$ cat src/rtl/pipe_ctrl_pkg.sv
// Shared pipeline control definitions: opcodes, ID/EX bundle layout,
// hazard controller state encoding and operand-usage helpers.
package pipe_ctrl_pkg;

   localparam logic [5:0] OP_RTYPE = 6'b000000;
   localparam logic [5:0] OP_LW    = 6'b100011;
   localparam logic [5:0] OP_SW    = 6'b101011;
   localparam logic [5:0] OP_BEQ   = 6'b000100;
   localparam logic [5:0] OP_NOP   = 6'b100000;

   localparam int REGWRITE = 1;
   localparam int MEMTOREG = 0;
   localparam int BRANCH   = 2;
   localparam int MEMREAD  = 1;
   localparam int MEMWRITE = 0;
   localparam int REGDST   = 3;
   localparam int ALUOP_HI = 2;
   localparam int ALUOP_LO = 1;
   localparam int ALUSRC   = 0;

   typedef enum logic [1:0] {
      RUN      = 2'd0,
      LU_STALL = 2'd1,
      BR_FLUSH = 2'd2
   } state_e;

   typedef struct packed {
      logic [1:0] wb;
      logic [2:0] mem;
      logic [3:0] ex;
   } id_ex_t;

   function automatic logic reads_rs(input logic [5:0] op);
      return (op == OP_RTYPE) || (op == OP_LW) ||
             (op == OP_SW)    || (op == OP_BEQ);
   endfunction

   // LW names rt as its destination, so it never depends on it
   function automatic logic reads_rt(input logic [5:0] op);
      return (op == OP_RTYPE) || (op == OP_SW) || (op == OP_BEQ);
   endfunction

endpackage

$ cat src/rtl/sat_counter.sv
// Saturating up-counter with synchronous clear; holds at all-ones.
module sat_counter #(
   parameter int W = 16
) (
   input  logic         clk,
   input  logic         rst,
   input  logic         inc,
   input  logic         clr,
   output logic [W-1:0] count
);

   always_ff @(posedge clk) begin
      if (rst || clr) begin
         count <= '0;
      end else if (inc && (count != {W{1'b1}})) begin
         count <= count + 1'b1;
      end
   end

endmodule

$ cat src/rtl/hazard_ctrl.sv
// Decode-stage hazard controller: owns the ID/EX control bundle, stalls
// one cycle on load-use, squashes younger work on a taken BEQ.
module hazard_ctrl
   import pipe_ctrl_pkg::*;
#(
   parameter int CNT_W = 16
) (
   input  logic             clk,
   input  logic             rst,
   input  logic [5:0]       opcode,
   input  logic [4:0]       ifid_rs,
   input  logic [4:0]       ifid_rt,
   input  logic [1:0]       wb_in,
   input  logic [2:0]       mem_in,
   input  logic [3:0]       ex_in,
   input  logic             branch_taken,
   output logic [1:0]       wb_q,
   output logic [2:0]       mem_q,
   output logic [3:0]       ex_q,
   output logic             pc_write,
   output logic             ifid_write,
   output logic             ifid_flush,
   output logic             exmem_flush,
   output logic [CNT_W-1:0] bubble_cnt
);

   state_e     state_q;
   logic [4:0] id_ex_rt_q;
   logic       br;
   logic       rs_hit;
   logic       rt_hit;
   logic       load_use;
   logic       bubble;

   assign br = branch_taken & ~rst;

   assign rs_hit = reads_rs(opcode) && (ifid_rs == id_ex_rt_q);
   assign rt_hit = reads_rt(opcode) && (ifid_rt == id_ex_rt_q);

   // $0 is hardwired, so a load targeting it never creates a dependency
   assign load_use = ~rst
                   && (state_q == RUN)
                   && mem_q[MEMREAD]
                   && (id_ex_rt_q != 5'd0)
                   && (rs_hit || rt_hit);

   assign bubble = br | load_use;

   // A taken branch squashes the stalled instruction, so no freeze
   assign pc_write    = ~(load_use & ~br);
   assign ifid_write  = ~(load_use & ~br);
   assign ifid_flush  = br;
   assign exmem_flush = br;

   always_ff @(posedge clk) begin
      if (rst) begin
         state_q    <= RUN;
         wb_q       <= '0;
         mem_q      <= '0;
         ex_q       <= '0;
         id_ex_rt_q <= '0;
      end else begin
         id_ex_rt_q <= ifid_rt;
         if (bubble) begin
            wb_q  <= '0;
            mem_q <= '0;
            ex_q  <= '0;
         end else begin
            wb_q  <= wb_in;
            mem_q <= mem_in;
            ex_q  <= ex_in;
         end
         unique case (state_q)
            RUN: begin
               if (br) begin
                  state_q <= BR_FLUSH;
               end else if (load_use) begin
                  state_q <= LU_STALL;
               end else begin
                  state_q <= RUN;
               end
            end
            LU_STALL: begin
               state_q <= br ? BR_FLUSH : RUN;
            end
            BR_FLUSH: begin
               state_q <= RUN;
            end
            default: begin
               state_q <= RUN;
            end
         endcase
      end
   end

   sat_counter #(
      .W(CNT_W)
   ) u_bubble_cnt (
      .clk  (clk),
      .rst  (rst),
      .inc  (bubble),
      .clr  (1'b0),
      .count(bubble_cnt)
   );

endmodule

$ cat config.mk
export PLATFORM = sky130hd
export DESIGN_NAME = hazard_ctrl
export DESIGN_NICKNAME = d
export VERILOG_FILES = /design/src/rtl/pipe_ctrl_pkg.sv /design/src/rtl/sat_counter.sv /design/src/rtl/hazard_ctrl.sv
export SDC_FILE = /design/constraint.sdc
export NUM_CORES = 1
export LEC_CHECK = 0
export BUFFER_PORTS_ARGS = -buffer_cell sky130_fd_sc_hd__buf_2
export CAP_MARGIN = 5
export CORE_MARGIN = 2
export CORE_UTILIZATION = 31
export CTS_CLUSTER_DIAMETER = 200
export CTS_CLUSTER_SIZE = 12
export DETAILED_ROUTE_END_ITERATION = 12
export GPL_TIMING_DRIVEN = 0
export HOLD_SLACK_MARGIN = 0.08
export PLACE_DENSITY_LB_ADDON = 0.1
export SLEW_MARGIN = 20
export SYNTH_ARGS = -nofsm -noshare
export SYNTH_HDL_FRONTEND = slang
export SYNTH_HIERARCHICAL = 1
export SYNTH_SLANG_ARGS = --single-unit
$ cat constraint.sdc
create_clock -name clk -period 2.7 [get_ports clk]
set_clock_uncertainty 0.2 [all_clocks]
set_input_delay 0.54 -clock clk [delete_from_list [all_inputs] [get_ports clk]]
set_output_delay 0.54 -clock clk [all_outputs]
set_load 0.1 [all_outputs]
* Word level (Yosys, flattened, before mapping)
Index checks and enable logic that the tools add are counted.
** Operators by class
- $add $sub $neg :: 1
- Eq/ne operators :: 7
- Muxes and demuxes :: 4
- Bitwise logic cells :: 6
- Reductions and logical operators :: 17
** Operators by type and width (count)
- adder 16 x 1 -> 16 bit (second input constant) :: 1
- inequality test 16 bit (second input constant) :: 1
- == test 6 bit (second input constant) :: 2
- == test 5 bit :: 2
- logical AND 1 bit :: 7
- == test 6 x 3 -> 1 bit (second input constant) :: 1
- logical NOT 6 bit :: 1
- logical OR 1 bit :: 6
- nonzero test 5 bit :: 1
- two-way mux 2 bit :: 2
- one-hot mux 2 bit (2 select lines) :: 1
- inverter 1 bit :: 3
- bitwise AND 1 bit :: 2
- == test 2 x 1 -> 1 bit (second input constant) :: 1
- logical NOT 2 bit :: 1
- OR reduction 2 bit :: 1
- two-way mux 1 bit :: 1
- bitwise OR 1 bit :: 1
** Storage, ports and cells
- Register bits :: 32
- Bits of input ports :: 28
- Output and inout bits :: 29
- Logic and storage cells :: 41

* Logic depth before layout (Yosys ltp)
- Depth in word-level cells :: 10
- Mapped depth :: 8
- Gate-level depth less buffers :: 8

* By module
Netlist, hierarchy kept.
** By module, submodules not included
- sat_counter :: instances 1, cells each 95, area an instance 847.1 um^2, sequential area each 320.3 um^2
- hazard_ctrl :: instances 1, cells each 74, area an instance 724.4 um^2, sequential area each 320.3 um^2

* Worst setup path before layout
No wires, ideal clock.
- Path kind :: register -> output
- From :: reg mem_q[1]
- To :: out pc_write
- Data arrival time :: 2.542 ns
- Path slack :: -0.582 ns
- Stages on the path, launching flop included :: 5
- Cell sequence :: dfxtp_1 -> nor3b_1 -> o2111ai_1 -> or3_1 -> buf_4
** On the way
- Longest elaborated chain between the ends :: 5
** Ends and longest elaborated chain
- start: declaration :: RTL line hazard_ctrl.sv:18 : output logic [2:0] mem_q,
- start signal: assignment :: RTL line hazard_ctrl.sv:70 : mem_q <= mem_in;
- logical AND 1 bit :: RTL line hazard_ctrl.sv:43 : && mem_q[MEMREAD]
- logical AND 1 bit :: RTL line hazard_ctrl.sv:44 : && (id_ex_rt_q != 5'd0)
- logical AND 1 bit :: RTL line hazard_ctrl.sv:45 : && (rs_hit || rt_hit);
- bitwise AND 1 bit
- inverter 1 bit
- end: declaration :: RTL line hazard_ctrl.sv:20 : output logic pc_write,
Every way passes these cells.

* Worst setup path in the final report
- From :: in opcode[4]
- To :: out pc_write
** On the way
- Longest elaborated chain between the ends :: 9
** Ends and longest elaborated chain
- start: declaration :: RTL line hazard_ctrl.sv:10 : input logic [5:0] opcode,
- == test 6 bit or logical NOT 6 bit (tied branches) :: RTL line pipe_ctrl_pkg.sv:34, pipe_ctrl_pkg.sv:40
- logical OR 1 bit (2 in series) :: RTL line pipe_ctrl_pkg.sv:34 : return (op == OP_RTYPE) || (op == OP_LW) ||
- logical OR 1 bit :: RTL line pipe_ctrl_pkg.sv:35 : (op == OP_SW) || (op == OP_BEQ);
- logical AND 1 bit :: RTL line hazard_ctrl.sv:37 : assign rs_hit = reads_rs(opcode) && (ifid_rs == id_ex_rt_q);
- logical OR 1 bit (*) :: RTL line hazard_ctrl.sv:45
- logical AND 1 bit (*) :: RTL line hazard_ctrl.sv:45
- bitwise AND 1 bit (*) :: RTL line hazard_ctrl.sv:50 : assign pc_write = ~(load_use & ~br);
- inverter 1 bit (*) :: RTL line hazard_ctrl.sv:50
Mark *: on every way between the ends. The rest lies on a longest branch, timed or not.

==> results.md <==
- Status: complete, no violations
- Share of layout cells above drive strength 1: 40.3%
- Worst Setup End Kind: output port
- Seq cells post-synth: 32
- Layout Cells excl Fill: 303
- Final Hold Vio Count: 0
- Die footprint: 5660 sq um
- Die Y: 75.2 um
- Area growth syn-to-layout: 35.9%
- Ant diodes: 0
- CP peak stage delay: 400 ps
- Final Cycle Share: 99.2%
- Synthesized area: 1570 sq um
- Worst relative slew slack: 57.5%
- Clock root cell: clkbuf_8
- WP data required: 1960 ps
- Syn Inst Count: 169
- Critical Path Slowest Stage Cell: or3_4
- Post-DR wirelength/cell: 12.5 um
- Final worst-path setup slack: 20.8 ps
- RD Place Congestion: 0.742
- Critical Path Start Type: input pin
- Fin crit period: 2680 ps
- Syn Area/Cell: 9.30 sq um
- Yosys warns: 6
- Setup_tns: 0 ps
- Worst path most repeated cell: buf_6
- CP Class: input pin to output port
- Detailed-route via count: 1490
- Final WL: 3.80 mm
- Drt drc: 0
- Synth Flop Type: dfxtp_1
- H-tree depth: 2
- CP top delay family: simple AND/OR/NAND/NOR gates
- Count of cell types in the netlist: 45
- NumNets Final: 264
- Initial core utilization: 32.6%
- Setup violations, final: 0
- Clk_lat worst skew: 280 ps
- Post-CTS Hold Fix Bufs: 0
- CTS Sinks: 32
- Max VDD drop: 0.288 mV
- 1st-iter DRT viols: 86
- RSZ-0062 raised after global routing: true
- Worst slack at placement: -417 ps
- Crit-path max FO: 3
- Max Cap Viol: 0
- HP Class: flip-flop to flip-flop
- Sequential fraction of the synthesis area: 40.8%
- TritonRoute pass-1 iters: 4
- Buf/Inv on CP: 3
- GRT Util Overall: 15.0%
- Max Root-Sink Buffers: 2
- Slew @ Worst Pin: 632 ps
- Dpl cell area: 1950 sq um
- Final antenna-violating net count: 0
- Post-synthesis async set-or-reset flop share: 0%
- Overflow after GRT: 0
- Post-detail-place hpwl: 2.79 mm
- Crit path DAT: 1940 ps
- Die X: 75.2 um
- PortBufs: 56
- Vias in the first global route: 1426
- TritonCTS buffer count: 5
- Largest net degree at the start of global routing: 11
- Design Power: 1.02 mW
- Placed insts: 293
- Row cnt: 25
- Max Clock Freq: 0.373 GHz
- Leak: 0.902 nW
- Slew Viols, Final: 0
- Pwr/cell area: 479 nW/um^2
- CTS tree: built
- CP Cell Sequence: buf_6 -> nor4_4 -> o211ai_1 -> o22a_1 -> or3_4 -> buf_6 -> buf_12
- Clk pin slew, worst setup/hold paths: 60 ps
- Post-route cell area: 2140 sq um
- Vias per inst: 4.92
- Post-synth EDFFs: 0
- Initial antenna violation count: 0
- Area of the core: 4820 sq um
- First-pass GRT wire length: 6.41 mm
- IO Pins: 57
## cells in the final DEF (no fill, tap or decap), types with 4 or more instances in the layout
cell type and instances:
a21oi_1 9, a21oi_2 9, a41o_1 4, and4_1 4, buf_2 52, buf_6 5
clkbuf_1 4, clkbuf_8 6, dfxtp_1 28, dfxtp_2 4, nand2_1 16, nand3_1 7
nand4_1 5, nor2_1 10, nor2b_1 5, o21ai_0 5, or3_1 5, xnor2_1 11
## repair_timing
| item | 4_1_cts | 5_1_grt |
|---|---|---|
| setup buffers | 1 | 1 |
| hold endpoints to repair | 0 | 0 |
| endpoints found under the setup margin | 6 | 5 |
| pin swaps | 4 | 4 |
| gates resized for setup | 14 | 4 |
## state kept, by name, summed over array words and instances (netlist names)
signal / cells
u_bubble_cnt/count: 16
id_ex_rt_q: 5
ex_q: 4
mem_q: 3
state_q: 2
wb_q: 2
## metal layers
metal  global-route usage [%]  vias up  routed length, um
met4                     4.48        0                 37
met2                     22.5       44               1640
met1                     19.7      675               1870
met3                     6.43        5                255
li1                         -      766                  -
met5                        0        -                  0
## final cells by class
class                   instances  area, sq um
multi-input cells             130          937
plain buffers                   6         42.5
fillers                       489         2680
flip-flops and latches         32          646
clock buffers                   8         90.1
inverters                       2         7.51
repair buffers                 58          329
well taps                      67         83.8
## power breakdown
group          internal [mW]  switching (mW)
clock network          0.208           0.168
registers              0.484         0.00721
logic                 0.0514           0.105
total                  0.743           0.281
## stage by stage
step	hold slack, ps	utilization (%)
global route	241	44.3
detailed placement	205	40.5
CTS	216	44.0
finish	211	44.3
floorplan	194	-
global placement	210	40.5
## path summary, 6_finish.rpt
check | slack, ps | endpoint | cells after the start | start
min | 210 | state_q[1]$_SDFF_PP0_ | 1 | state_q[1]$_SDFF_PP0_
max reg2reg | 140 | u_bubble_cnt/count[10]$_SDFFE_PP0P_ | 8 | id_ex_rt_q[0]$_SDFF_PP0_
min reg2reg | 210 | state_q[1]$_SDFF_PP0_ | 1 | state_q[1]$_SDFF_PP0_
max | 20 | pc_write | 7 | opcode[4]
## Yosys cell counts, types with 2 or more instances
library cell / n / share of area (%)
buf_4: 2 / 0.96
nor2_1: 10 / 2.4
or3_1: 6 / 2.4
nor3_1: 2 / 0.64
o21ai_0: 6 / 1.9
nand3_1: 7 / 2.2
and4_1: 4 / 2.2
nor2b_1: 5 / 2.0
and2_1: 2 / 0.80
nand2_1: 16 / 3.8
xor2_1: 2 / 1.1
inv_1: 2 / 0.48
dfxtp_1: 32 / 41
a21oi_1: 9 / 2.9
xnor2_1: 11 / 6.1
nand4_1: 5 / 2.0
a41o_1: 4 / 2.5
clkbuf_1: 2 / 0.48
a21oi_2: 9 / 5.0
a31oi_1: 3 / 1.2
or4_4: 2 / 1.4
o31ai_1: 3 / 1.4
or4_1: 3 / 1.4
## cell families after synthesis
family                     count (synthesis)  share of synthesized area [%]
adders and majority gates                  1                          0.796
DFF                                       32                           40.8
buffers and inverters                      8                           2.95
xor gates and xnor gates                  13                           7.25
other                                      1                          0.239
AOI/OAI and AO/OA                         43                           20.8
and+or+nand+nor                           71                           27.2
Power figures use the tool's default switching activity.
